<file path="src/rtl/uart_rx_pkg.sv">
// Shared types and constants for the UART receive frame sampler.
package uart_rx_pkg;

  localparam int unsigned PRESCALE_W = 6;
  localparam int unsigned EDGE_W     = 6;

  localparam logic [PRESCALE_W-1:0] PRESCALE_8  = 6'd8;
  localparam logic [PRESCALE_W-1:0] PRESCALE_16 = 6'd16;
  localparam logic [PRESCALE_W-1:0] PRESCALE_32 = 6'd32;

  typedef enum logic [2:0] {
    IDLE   = 3'd0,
    START  = 3'd1,
    DATA   = 3'd2,
    PARITY = 3'd3,
    STOP   = 3'd4
  } rx_state_e;

  // 2-of-3 vote used for the per-bit decision.
  function automatic logic majority3(input logic a, input logic b, input logic c);
    return (a & b) | (a & c) | (b & c);
  endfunction

  // True for the oversampling ratios the receiver is built for.
  function automatic logic prescale_legal(input logic [PRESCALE_W-1:0] p);
    return (p == PRESCALE_8) || (p == PRESCALE_16) || (p == PRESCALE_32);
  endfunction

endpackage

</file>
<file path="src/rtl/uart_rx_frame_sampler_if.sv">
// Serial line, configuration and result signals of the frame sampler.
interface uart_rx_frame_sampler_if #(
  parameter int unsigned DATA_WIDTH = 8
);

  logic                                 rx_in;
  logic [uart_rx_pkg::PRESCALE_W-1:0]   prescale;
  logic                                 par_en;
  logic                                 par_err;
  logic [DATA_WIDTH-1:0]                p_data;
  logic                                 sampled_bit;
  logic                                 par_chk_en;
  logic                                 data_valid;
  logic                                 strt_glitch;
  logic                                 stop_err;

  modport master (
    output rx_in, prescale, par_en, par_err,
    input  p_data, sampled_bit, par_chk_en, data_valid, strt_glitch, stop_err
  );

  modport slave (
    input  rx_in, prescale, par_en, par_err,
    output p_data, sampled_bit, par_chk_en, data_valid, strt_glitch, stop_err
  );

endinterface

</file>
<file path="src/rtl/uart_rx_data_sampling.sv">
// Three-point majority sampler around the middle of each bit period.
module uart_rx_data_sampling
  import uart_rx_pkg::*;
(
  input  logic                  clk,
  input  logic                  rst,
  input  logic                  rx_in,
  input  logic [EDGE_W-1:0]     edge_cnt,
  input  logic [PRESCALE_W-1:0] prescale,
  output logic                  sampled_bit
);

  logic [EDGE_W-1:0] half_c;
  logic              s0_q;
  logic              s1_q;

  assign half_c = EDGE_W'(prescale >> 1);

  // Capture at P/2-1 and P/2, vote with the live line at P/2+1.
  always_ff @(posedge clk) begin
    if (rst) begin
      s0_q        <= 1'b1;
      s1_q        <= 1'b1;
      sampled_bit <= 1'b1;
    end else begin
      if (edge_cnt == EDGE_W'(half_c - EDGE_W'(1))) s0_q <= rx_in;
      if (edge_cnt == half_c)                       s1_q <= rx_in;
      if (edge_cnt == EDGE_W'(half_c + EDGE_W'(1))) sampled_bit <= majority3(s0_q, s1_q, rx_in);
    end
  end

endmodule

</file>
<file path="src/rtl/uart_rx_frame_sampler.sv">
// UART receive frame FSM: start detect, data shift, parity hand-off, stop check.
module uart_rx_frame_sampler
  import uart_rx_pkg::*;
#(
  parameter int unsigned DATA_WIDTH = 8
) (
  input  logic                    clk,
  input  logic                    rst,
  uart_rx_frame_sampler_if.slave  bus
);

  localparam int unsigned BIT_W = $clog2(DATA_WIDTH + 1);

  rx_state_e               state_q, state_d;
  logic [EDGE_W-1:0]       edge_q, edge_d;
  logic [BIT_W-1:0]        bit_q, bit_d;
  logic [DATA_WIDTH-1:0]   data_q, data_d;
  logic [PRESCALE_W-1:0]   pre_q, pre_d;
  logic                    par_en_q, par_en_d;
  logic                    par_chk_q, par_chk_d;
  logic                    valid_q, valid_d;
  logic                    glitch_q, glitch_d;
  logic                    stop_err_q, stop_err_d;
  logic                    sampled_bit;
  logic                    bit_end;

  uart_rx_data_sampling u_sampling (
    .clk         (clk),
    .rst         (rst),
    .rx_in       (bus.rx_in),
    .edge_cnt    (edge_q),
    .prescale    (pre_q),
    .sampled_bit (sampled_bit)
  );

  // Last oversampling edge of the current bit; an illegal ratio still wraps.
  assign bit_end = (edge_q == EDGE_W'(pre_q - PRESCALE_W'(1)));

  // State, counters, frame configuration and strobe registers.
  always_ff @(posedge clk) begin
    if (rst) begin
      state_q    <= IDLE;
      edge_q     <= '0;
      bit_q      <= '0;
      data_q     <= '0;
      pre_q      <= PRESCALE_8;
      par_en_q   <= 1'b0;
      par_chk_q  <= 1'b0;
      valid_q    <= 1'b0;
      glitch_q   <= 1'b0;
      stop_err_q <= 1'b0;
    end else begin
      state_q    <= state_d;
      edge_q     <= edge_d;
      bit_q      <= bit_d;
      data_q     <= data_d;
      pre_q      <= pre_d;
      par_en_q   <= par_en_d;
      par_chk_q  <= par_chk_d;
      valid_q    <= valid_d;
      glitch_q   <= glitch_d;
      stop_err_q <= stop_err_d;
    end
  end

  // Next-state, counter and strobe decisions; bit ends act on the voted bit.
  always_comb begin
    state_d    = state_q;
    edge_d     = edge_q;
    bit_d      = bit_q;
    data_d     = data_q;
    pre_d      = pre_q;
    par_en_d   = par_en_q;
    par_chk_d  = 1'b0;
    valid_d    = 1'b0;
    glitch_d   = 1'b0;
    stop_err_d = 1'b0;

    if (state_q != IDLE) begin
      edge_d = bit_end ? '0 : EDGE_W'(edge_q + EDGE_W'(1));
    end

    case (state_q)
      IDLE: begin
        if (!bus.rx_in) begin
          state_d  = START;
          edge_d   = EDGE_W'(1);
          pre_d    = bus.prescale;
          par_en_d = bus.par_en;
        end
      end
      START: begin
        if (bit_end) begin
          if (sampled_bit) begin
            glitch_d = 1'b1;
            state_d  = IDLE;
          end else begin
            state_d  = DATA;
          end
        end
      end
      DATA: begin
        if (bit_end) begin
          data_d = {sampled_bit, data_q[DATA_WIDTH-1:1]};
          if (bit_q == BIT_W'(DATA_WIDTH - 1)) begin
            bit_d   = '0;
            state_d = par_en_q ? PARITY : STOP;
          end else begin
            bit_d   = BIT_W'(bit_q + BIT_W'(1));
          end
        end
      end
      PARITY: begin
        if (bit_end) begin
          par_chk_d = 1'b1;
          state_d   = STOP;
        end
      end
      STOP: begin
        if (bit_end) begin
          state_d = IDLE;
          if (!sampled_bit) begin
            stop_err_d = 1'b1;
          end else if (!(par_en_q && bus.par_err)) begin
            valid_d = 1'b1;
          end
        end
      end
      default: begin
        state_d = IDLE;
        edge_d  = '0;
        bit_d   = '0;
      end
    endcase
  end

  assign bus.p_data      = data_q;
  assign bus.sampled_bit = sampled_bit;
  assign bus.par_chk_en  = par_chk_q;
  assign bus.data_valid  = valid_q;
  assign bus.strt_glitch = glitch_q;
  assign bus.stop_err    = stop_err_q;

endmodule

</file>
<file path="src/flat_wrapper.sv">
// flat-port wrapper written by rule: the top's interface ports become plain ports
module uart_rx_frame_sampler_flat import uart_rx_pkg::*;
#(
  parameter int unsigned DATA_WIDTH = 8
)
  (clk, rst, bus_rx_in, bus_prescale, bus_par_en, bus_par_err, bus_p_data, bus_sampled_bit, bus_par_chk_en, bus_data_valid, bus_strt_glitch, bus_stop_err);
  uart_rx_frame_sampler_if #(.DATA_WIDTH(DATA_WIDTH)) bus_i ();
  input  logic clk;
  input  logic rst;
  input wire logic [$bits(bus_i.rx_in)-1:0] bus_rx_in;
  input wire logic [$bits(bus_i.prescale)-1:0] bus_prescale;
  input wire logic [$bits(bus_i.par_en)-1:0] bus_par_en;
  input wire logic [$bits(bus_i.par_err)-1:0] bus_par_err;
  output wire logic [$bits(bus_i.p_data)-1:0] bus_p_data;
  output wire logic [$bits(bus_i.sampled_bit)-1:0] bus_sampled_bit;
  output wire logic [$bits(bus_i.par_chk_en)-1:0] bus_par_chk_en;
  output wire logic [$bits(bus_i.data_valid)-1:0] bus_data_valid;
  output wire logic [$bits(bus_i.strt_glitch)-1:0] bus_strt_glitch;
  output wire logic [$bits(bus_i.stop_err)-1:0] bus_stop_err;
  assign bus_i.rx_in = bus_rx_in;
  assign bus_i.prescale = bus_prescale;
  assign bus_i.par_en = bus_par_en;
  assign bus_i.par_err = bus_par_err;
  assign bus_p_data = bus_i.p_data;
  assign bus_sampled_bit = bus_i.sampled_bit;
  assign bus_par_chk_en = bus_i.par_chk_en;
  assign bus_data_valid = bus_i.data_valid;
  assign bus_strt_glitch = bus_i.strt_glitch;
  assign bus_stop_err = bus_i.stop_err;
  uart_rx_frame_sampler #(.DATA_WIDTH(DATA_WIDTH)) u_core (.clk(clk), .rst(rst), .bus(bus_i));
endmodule
</file>
<file path="config.mk">
export PLATFORM = sky130hd
export DESIGN_NAME = uart_rx_frame_sampler_flat
export DESIGN_NICKNAME = d
export VERILOG_FILES = /design/src/rtl/uart_rx_pkg.sv /design/src/rtl/uart_rx_frame_sampler_if.sv /design/src/rtl/uart_rx_data_sampling.sv /design/src/rtl/uart_rx_frame_sampler.sv /design/src/flat_wrapper.sv
export SDC_FILE = /design/constraint.sdc
export NUM_CORES = 1
export LEC_CHECK = 0
export CELL_PAD_IN_SITES_DETAIL_PLACEMENT = 1
export CELL_PAD_IN_SITES_GLOBAL_PLACEMENT = 2
export CORE_MARGIN = 2
export CORE_UTILIZATION = 33
export CTS_CLUSTER_DIAMETER = 50
export DETAILED_ROUTE_END_ITERATION = 10
export PLACE_DENSITY_LB_ADDON = 0.1
export SKIP_CTS_REPAIR_TIMING = 1
export SLEW_MARGIN = 20
export SYNTH_ARGS = -nofsm -noshare
export SYNTH_HDL_FRONTEND = slang
export SYNTH_SLANG_ARGS = --single-unit
</file>
<file path="constraint.sdc">
create_clock -name clk -period 2.55 [get_ports clk]
set_input_delay 0.3825 -clock clk [delete_from_list [all_inputs] [get_ports clk]]
set_output_delay 0.3825 -clock clk [all_outputs]
set_load 0.01 [all_outputs]
</file>
==> results.cfg <==
[synth]
synth_area_per_cell_um2 = 8.416
syn_inst = 245
ys_types = 56
synth_ff_type = dfxtp_1
synth_edf_count = 0
synth.area.top_cells = dfxtp_1 34%, xnor2_1 5.9%, a21oi_1 4.9%
ys_async_sr_fraction_pct = 0
yosysSeqAreaShare_pct = 33.98
yosysWarnings = 0
syn_nets = 262
synth-seq-cells = 35
yosysTopAreaCellShare_pct = 33.98
synth_area_leader_cell = dfxtp_1
synth_area_um2 = 2062

[power_and_ir_drop]
powerDensity_nw_per_um2 = 479.5
power_mw = 1.190
p_leak_nw = 0.8612
irDropWorstVdd_uv = 181.3

[cells_and_area]
synthToLayoutAreaGrowth_pct = 20.33
final_area_um2 = 2481
layout-drive-gt1-share_pct = 11.76
utilization_pct = 41.42
nets = 288
final.fill_count = 726
finalNonFillerCells = 347
diodes = 0

[die]
die_h_um = 83.05
die-area_um2 = 6896
fp.coreArea_um2 = 5991
num_io_pins = 24
num_rows = 28
start_util_pct = 34.42
die_w_um = 83.05

[placement]
dp_hpwl_mm = 4.044
io_buffers = 23
routabilityCongestion = 0.7893
dpl_cell_area_um2 = 2391
placed_cells = 339
post-place-ws_ns = 0.1737

[clock_network]
numClockSinks = 35
clk_pin_slew_ns = 0.08
cts_inserted_buffers = 5
clock_path_buffers = 2
clk-insertion-delay-late_ns = 0.30
tritoncts = yes
htree_levels = 2
cts-root-buf = clkbuf_8

[drt]
ant_nets = 0
drtIter0Drc = 74
viasPerCell = 5.228
drc = 0
avgRoutedWirePerCell_um = 15.99
vias = 1814
routed_wirelength_mm = 5.550
first_pass_iters = 4

[worst_setup_path]
cp-start-kind = flip-flop
endpoint = u_core.bit_q[0]$_SDFFE_PP0P_
end_kind = flip-flop
reg2reg_from = u_core.pre_q[0]$_SDFFE_PP0P_
arrival_ns = 2.44
ff2ff_setup_slack_ns = 0.32
setup.worst_path.start = u_core.pre_q[0]$_SDFFE_PP0P_
reg2reg_depth = 8
critPathKind = flip-flop to flip-flop
path_max_fanout = 10
worstReg2RegEnd = u_core.bit_q[0]$_SDFFE_PP0P_
critical_path_required_ns = 2.76

[global_routing]
grt_max_degree = 19
grt_antenna_before_repair = 0
first_global_vias = 1902
grt_pass1_wl_mm = 9.597
grt_util_all_layers_pct = 17.14
gr-total-overflow = 0

[timing]
setup_viol_count_final = 0
finalMaxSlewViolations = 0
skew_ns = 0.005975
fmax_mhz = 448.5
rsz0062_at_grt = no
maxSlewHeadroom_pct = 65.81
period_needed_ns = 2.230
post-route-period-util_pct = 87.43
final-hold-violation-count = 0
worst_pin_slew_ns = 0.5112
fin_tns_setup_ns = 0
timing.final.ws_setup_ns = 0.3205
fin_hold_ws_ns = 0.4815

[outcome]
outcome = completed

[job]
cap_violations = 0

[worst_hold_path]
hold_path_class = flip-flop to flip-flop
-- layer usage --
layer	up-vias	GRT usage, %	routed length, um
li1	931	-	-
met1	854	24.45	2894
met2	23	26.10	2442
met3	6	4.076	151
met4	0	4.024	61
met5	-	0	0
-- cells in the mapped netlist, types with 2 or more instances --
library cell,number
xnor2_1,14
nand4_1,3
nand3_1,14
nor4b_1,3
buf_6,2
dfxtp_1,35
o41ai_1,2
a31oi_1,3
buf_2,4
a21o_1,2
or3_1,2
nand2b_1,2
buf_4,2
nand2_1,16
inv_1,9
nor3b_1,2
o31a_1,2
clkbuf_1,7
o21ai_0,12
ha_1,6
and4_1,3
o2bb2ai_1,3
nor2_1,23
o221ai_1,2
or2_2,2
xor2_1,8
nand3b_1,3
nor4_1,2
nor3_1,7
a211o_1,2
a21oi_1,20
mux2i_1,4
-- sequential cells by signal, indices dropped and copies added, names as in the netlist --
name and flops:
u_core.bit_q 4, u_core.bus.data_valid 1, u_core.bus.p_data 8, u_core.bus.par_chk_en 1, u_core.bus.stop_err 1, u_core.bus.strt_glitch 1
u_core.edge_q 6, u_core.par_en_q 1, u_core.pre_q 6, u_core.state_q 3, u_core.u_sampling.s0_q 1, u_core.u_sampling.s1_q 1
u_core.u_sampling.sampled_bit 1
-- cell usage in the layout (no fill, tap or decap), types with 2 or more instances in the layout --
cell | Yosys | routed
a211o_1 | 2 | 2
o2bb2ai_1 | 3 | 3
xor2_1 | 8 | 8
a21o_1 | 2 | 2
ha_1 | 6 | 6
xnor2_1 | 14 | 14
nor2_1 | 23 | 23
nor4b_1 | 3 | 3
nor3b_1 | 2 | 2
clkdlybuf4s50_1 | 0 | 23
clkbuf_1 | 7 | 2
a31oi_1 | 3 | 3
and4_1 | 3 | 3
o21ai_0 | 12 | 12
inv_1 | 9 | 9
dfxtp_1 | 35 | 35
nor4_1 | 2 | 2
o221ai_1 | 2 | 2
o31a_1 | 2 | 2
nand2b_1 | 2 | 2
nand2_1 | 16 | 16
clkbuf_8 | 0 | 5
mux2i_1 | 4 | 4
nor3_1 | 7 | 7
buf_4 | 2 | 13
a21oi_1 | 20 | 20
o41ai_1 | 2 | 2
nand4_1 | 3 | 3
or2_2 | 2 | 2
nand3b_1 | 3 | 3
or3_1 | 2 | 2
nand3_1 | 14 | 14
-- worst max-delay path, stage by stage (launching register included) --
cell and delay (ns):
dfxtp_1 0.37, inv_1 0.07, ha_1 0.21, and2_4 0.16, a211o_1 0.32, a31oi_2 0.41, buf_4 0.28, o31ai_2 0.07
a311oi_1 0.26
-- layout make-up --
type,count,area [um2],area share [%]
Multi-Input combinational cell,184,1244,50.13
Clock inverter,1,5.005,0.2017
Sequential cell,35,700.7,28.24
Timing Repair Buffer,36,327.8,13.21
Inverter,9,33.78,1.362
Clock buffer,7,76.32,3.076
Tap cell,75,93.84,3.782
-- how the worst min path moves through the flow --
stage | from | endpoint | cells after the start
6_report | u_core.u_sampling.s0_q$_SDFFE_PP1N_ | u_core.u_sampling.s0_q$_SDFFE_PP1N_ | 1
5_1_grt | u_core.bus.p_data[3]$_SDFFE_PP0P_ | u_core.bus.p_data[2]$_SDFFE_PP0P_ | 2
4_1_cts | u_core.u_sampling.s1_q$_SDFFE_PP1N_ | u_core.u_sampling.s1_q$_SDFFE_PP1N_ | 2
3_5_place_dp | u_core.u_sampling.s1_q$_SDFFE_PP1N_ | u_core.u_sampling.s1_q$_SDFFE_PP1N_ | 2
3_3_place_gp | u_core.u_sampling.s0_q$_SDFFE_PP1N_ | u_core.u_sampling.s0_q$_SDFFE_PP1N_ | 1
2_1_floorplan | u_core.u_sampling.s0_q$_SDFFE_PP1N_ | u_core.u_sampling.s0_q$_SDFFE_PP1N_ | 1
-- cell families after synthesis --
group | share of synthesized area (%)
AO/OA/AOI/OAI | 21.30
XOR/XNOR | 9.345
adder cells (fa/ha/maj) | 4.126
buffers and inverters | 6.128
flip-flops | 33.98
multiplexers | 1.942
AND/OR/NAND/NOR | 23.18
-- report_power, final --
group | switching, mW | internal (mW)
sequential | 0.0153 | 0.558
clock | 0.214 | 0.192
combinational | 0.122 | 0.0881
total | 0.351 | 0.838
(Power assumes the default switching activity.)
==> patch 1, RTL diff (same settings) <==
Make the reset (`rst`) asynchronous in 2 clocked blocks.
--- a/src/rtl/uart_rx_data_sampling.sv
+++ b/src/rtl/uart_rx_data_sampling.sv
@@ -19,3 +19,3 @@
   // Capture at P/2-1 and P/2, vote with the live line at P/2+1.
-  always_ff @(posedge clk) begin
+  always_ff @(posedge clk or posedge rst) begin
     if (rst) begin
--- a/src/rtl/uart_rx_frame_sampler.sv
+++ b/src/rtl/uart_rx_frame_sampler.sv
@@ -39,3 +39,3 @@
   // State, counters, frame configuration and strobe registers.
-  always_ff @(posedge clk) begin
+  always_ff @(posedge clk or posedge rst) begin
     if (rst) begin
Behaviour: differs if rst is asserted again (counterexample within 4 cycles, from zero or initial values and one cycle with rst high); with rst held inactive, the same outputs for 10 cycles.
==> patch 1 against the original RTL <==
Synthesized area rose by 4.6%; largest cell class unchanged; fmax decreased by 5.0%; design area rose by 5.1%; setup slack worse by 0.12 ns; wire length up 1.2%; first-iteration DRC count is 26% lower; sequential cell count unchanged.
Power is not compared: it rests on default switching activity, and its combinational part moved more than twofold at a synthesized area within 25%.
==> patch 1: results (changes against the original RTL) <==
* Worst Clk Skew at 0.00429 ns (-0.00168 ns)
* Vias in the first global route at 1916 (+0.74%)
* Status: finished, final reports clean
* Signal buffers at 35 (-2.8%)
* Worst reg-to-reg path cell count at 7 (-1)
* Distinct cell type count after synthesis at 46 (-18%)
* Slowest stage delay, CP at 0.70 ns (+0.29 ns)
* Met2 Track Usage GR at 29.3% (+3.2 points)
* ClkCell Share at 4.32% (+1.0 points)
* Placement Setup Slack at 0.191 ns (+0.0173 ns)
* Layout area overhead at 21.0%
* Total placed cells including tap cells at 315 (-7.1%)
* Net count after synthesis at 231 (-12%)
* Sequential area share after synthesis at 40.9% (+6.9 points)
* Die width at 84.8 um (+2.1%)
* Hpwl dp at 4200 um (+3.9%)
* NumNets Final at 262 (-9.0%)
* Multi-input gates at 158 (-14%)
* Routed len/inst at 17.4 um (+8.7%)
* Post-synth ARST share at 100% (+100 points)
* Met3 routed WL at 125 um (-17%)
* Multi-input logic area at 1160 sq um (-6.6%)
* Largest net degree at the start of global routing at 36 (+17)
* Met2 wire length at 2940 um (+20%)
* Slowest CP cell: dfstp_2
* Vias per inst at 5.42 (+3.8%)
* WP data arrival at 2.52 ns (+0.08 ns)
* Non-clk invs at 10 (+1)
* WL final at 5610 um (+1.2%)
* Slew headroom at 62.3% (-3.5 points)
-- patch 1: cells by family after synthesis --
logic type	after synthesis	share of synthesized area, %
compound gates	42	14.2
simple gates	71	17.9
mux	16	8.36
fa+ha+maj	7	3.95
flops	35	40.9
xor+xnor	22	9.29
buf+inv	21	5.40
-- patch 1: path summary, 6_finish.rpt --
| kind | from | end | slack (ns) |
|---|---|---|---|
| setup reg to reg | u_core.pre_q[3] | u_core.edge_q[4] | 0.20 |
| setup / recovery | u_core.pre_q[3] | u_core.edge_q[4] | 0.20 |
| min in group clk | u_core.bus.p_data[4] | u_core.bus.p_data[3] | 0.53 |
| hold reg to reg | u_core.bus.p_data[4] | u_core.bus.p_data[3] | 0.53 |
| max in group asynchronous | rst | u_core.pre_q[3] | 1.70 |
| hold / removal | rst | u_core.edge_q[5] | 0.49 |
-- patch 1: where the power goes --
part	internal, mW	switching [mW]
sequential	0.746	0.313
combinational	0.801	0.945
clock	0.291	0.219
==> patch 2, RTL diff (same flow settings) <==
Without the edit above. Set the package constant `EDGE_W` to 4 (it was 6).
--- a/src/rtl/uart_rx_pkg.sv
+++ b/src/rtl/uart_rx_pkg.sv
@@ -4,3 +4,3 @@
   localparam int unsigned PRESCALE_W = 6;
-  localparam int unsigned EDGE_W     = 6;
+  localparam int unsigned EDGE_W     = 4;
 
Behaviour: not the same (a bounded check fails within 4 cycles, from zero or initial values and one cycle with rst high).
==> patch 2 against the original RTL <==
Die area is 21% lower; wire length is 20% lower; synthesized area is 22% lower; sequential cell count is 3 lower; setup slack worse by 0.086 ns; design area is 19% lower.
Power is not compared: it rests on default switching activity, and its combinational part moved more than twofold at a synthesized area within 25%.
==> patch 2: results (changes against the original RTL) <==
* Gpl congestion at 0.844 (+7.0%)
* Worst Clk Skew at 0.00995 ns (+0.00398 ns)
* Hpwl dp at 3340 um (-17%)
* Starting DRT DRC Count at 59 (-20%)
* Leading post-synthesis cells by cell area: dfxtp_1, nand2_1, a21oi_1, o21ai_0, ha_1
* Distinct cell type count after synthesis at 37 (-34%)
* Fill count at 560 (-23%)
* Worst Hold Depth at 2 (+1)
* Top post-synthesis cells by count: dfxtp_1, nand2_1, a21oi_1, o21ai_0, inv_1
* Worst Max-Slew Pin Slew at 0.440 ns (-0.0715 ns)
* Slowest stage delay, CP at 0.48 ns (+0.07 ns)
* Largest delay share family, worst path: simple AND/OR/NAND/NOR gates
* Hold Crit Start: u_core.bus.p_data[1]
* Worst R2R Setup Slack at 0.23 ns (-0.09 ns)
* Share of layout cells above drive strength 1 at 6.39% (-5.4 points)
* Sequential area share after synthesis at 39.8% (+5.8 points)
* Critical Path Fanout Max at 7 (-3)
* NumNets Final at 235 (-18%)
* Reg-to-reg endpoint: u_core.bit_q[3]
* WP data arrival at 2.50 ns (+0.06 ns)
* Via count at 1496 (-18%)
* Worst reg-to-reg path cell count at 7 (-1)
* Worst Hold End: u_core.bus.p_data[0]
* Net count after synthesis at 211 (-19%)
* Vias per inst at 5.23 (about the same)
* Port bufs at 22 (-4.3%)
* Status: finished, final reports clean
* Reg2reg start: u_core.pre_q[2]
* Slowest CP cell: dfxtp_1
* Largest net degree at the start of global routing at 18 (-1)
* Total Routing Usage GR at 17.9% (+0.81 points)
* WL final at 4430 um (-20%)
* Syn. warnings at 0 (unchanged)
[patch 2: cell count changes after synthesis, moves of 3 or more]
cell       before  now
o21ai_0        12   17
dfxtp_1        35   32
a21oi_1        20   17
nand2_1        16   27
o2bb2ai_1       3    0
nor2_1         23    7
nand3b_1        3    0
xnor2_1        14    7
and4_1          3    0
o311ai_0        0    3
nand3_1        14    6
and2_1          0    3
[patch 2: layer usage]
metal  global-route usage, %  up-vias  part of all wire, %
met5                       0        -                    0
met4                    6.67        0                  1.1
met3                    5.62        7                  3.3
met2                    28.0       31                   48
met1                    23.2      728                   48
li1                        -      730                    -
[patch 2: through the flow]
step	power, mW	area, sq um	hold slack [ns]	setup WS, ns
floorplan	0.895	1610	0.466	0.489
global placement	1.02	1920	0.449	0.379
detailed placement	1.05	1920	0.470	0.204
CTS	1.46	2010	0.479	0.208
global route	1.54	2010	0.492	0.0581
finish	1.45	2010	0.472	0.234
[patch 2: cell type report]
| cell class | count | area [sq um] | area share, % |
|---|---|---|---|
| multi-input cells | 141 | 888 | 44.3 |
| flip-flops and latches | 32 | 641 | 31.9 |
| repair buffers | 28 | 265 | 13.2 |
| clock buffers | 8 | 90.1 | 4.49 |
| well taps | 67 | 83.8 | 4.18 |
| inverters | 10 | 37.5 | 1.87 |
[patch 2: logic make-up after synthesis]
family / after synthesis / share of synthesized area [%]
simple gates: 63 / 19.0
compound gates: 53 / 20.1
xor+xnor: 16 / 9.56
mux: 3 / 1.86
buf+inv: 21 / 5.05
fa+ha+maj: 6 / 4.66
flops: 32 / 39.8
[patch 2: worst reg2reg max path, stage by stage (launching register included)]
cell	delay, ns
dfxtp_1	0.48
inv_1	0.11
ha_1	0.23
a21boi_0	0.15
xnor2_1	0.18
or2_1	0.34
or3_4	0.37
o41ai_1	0.34
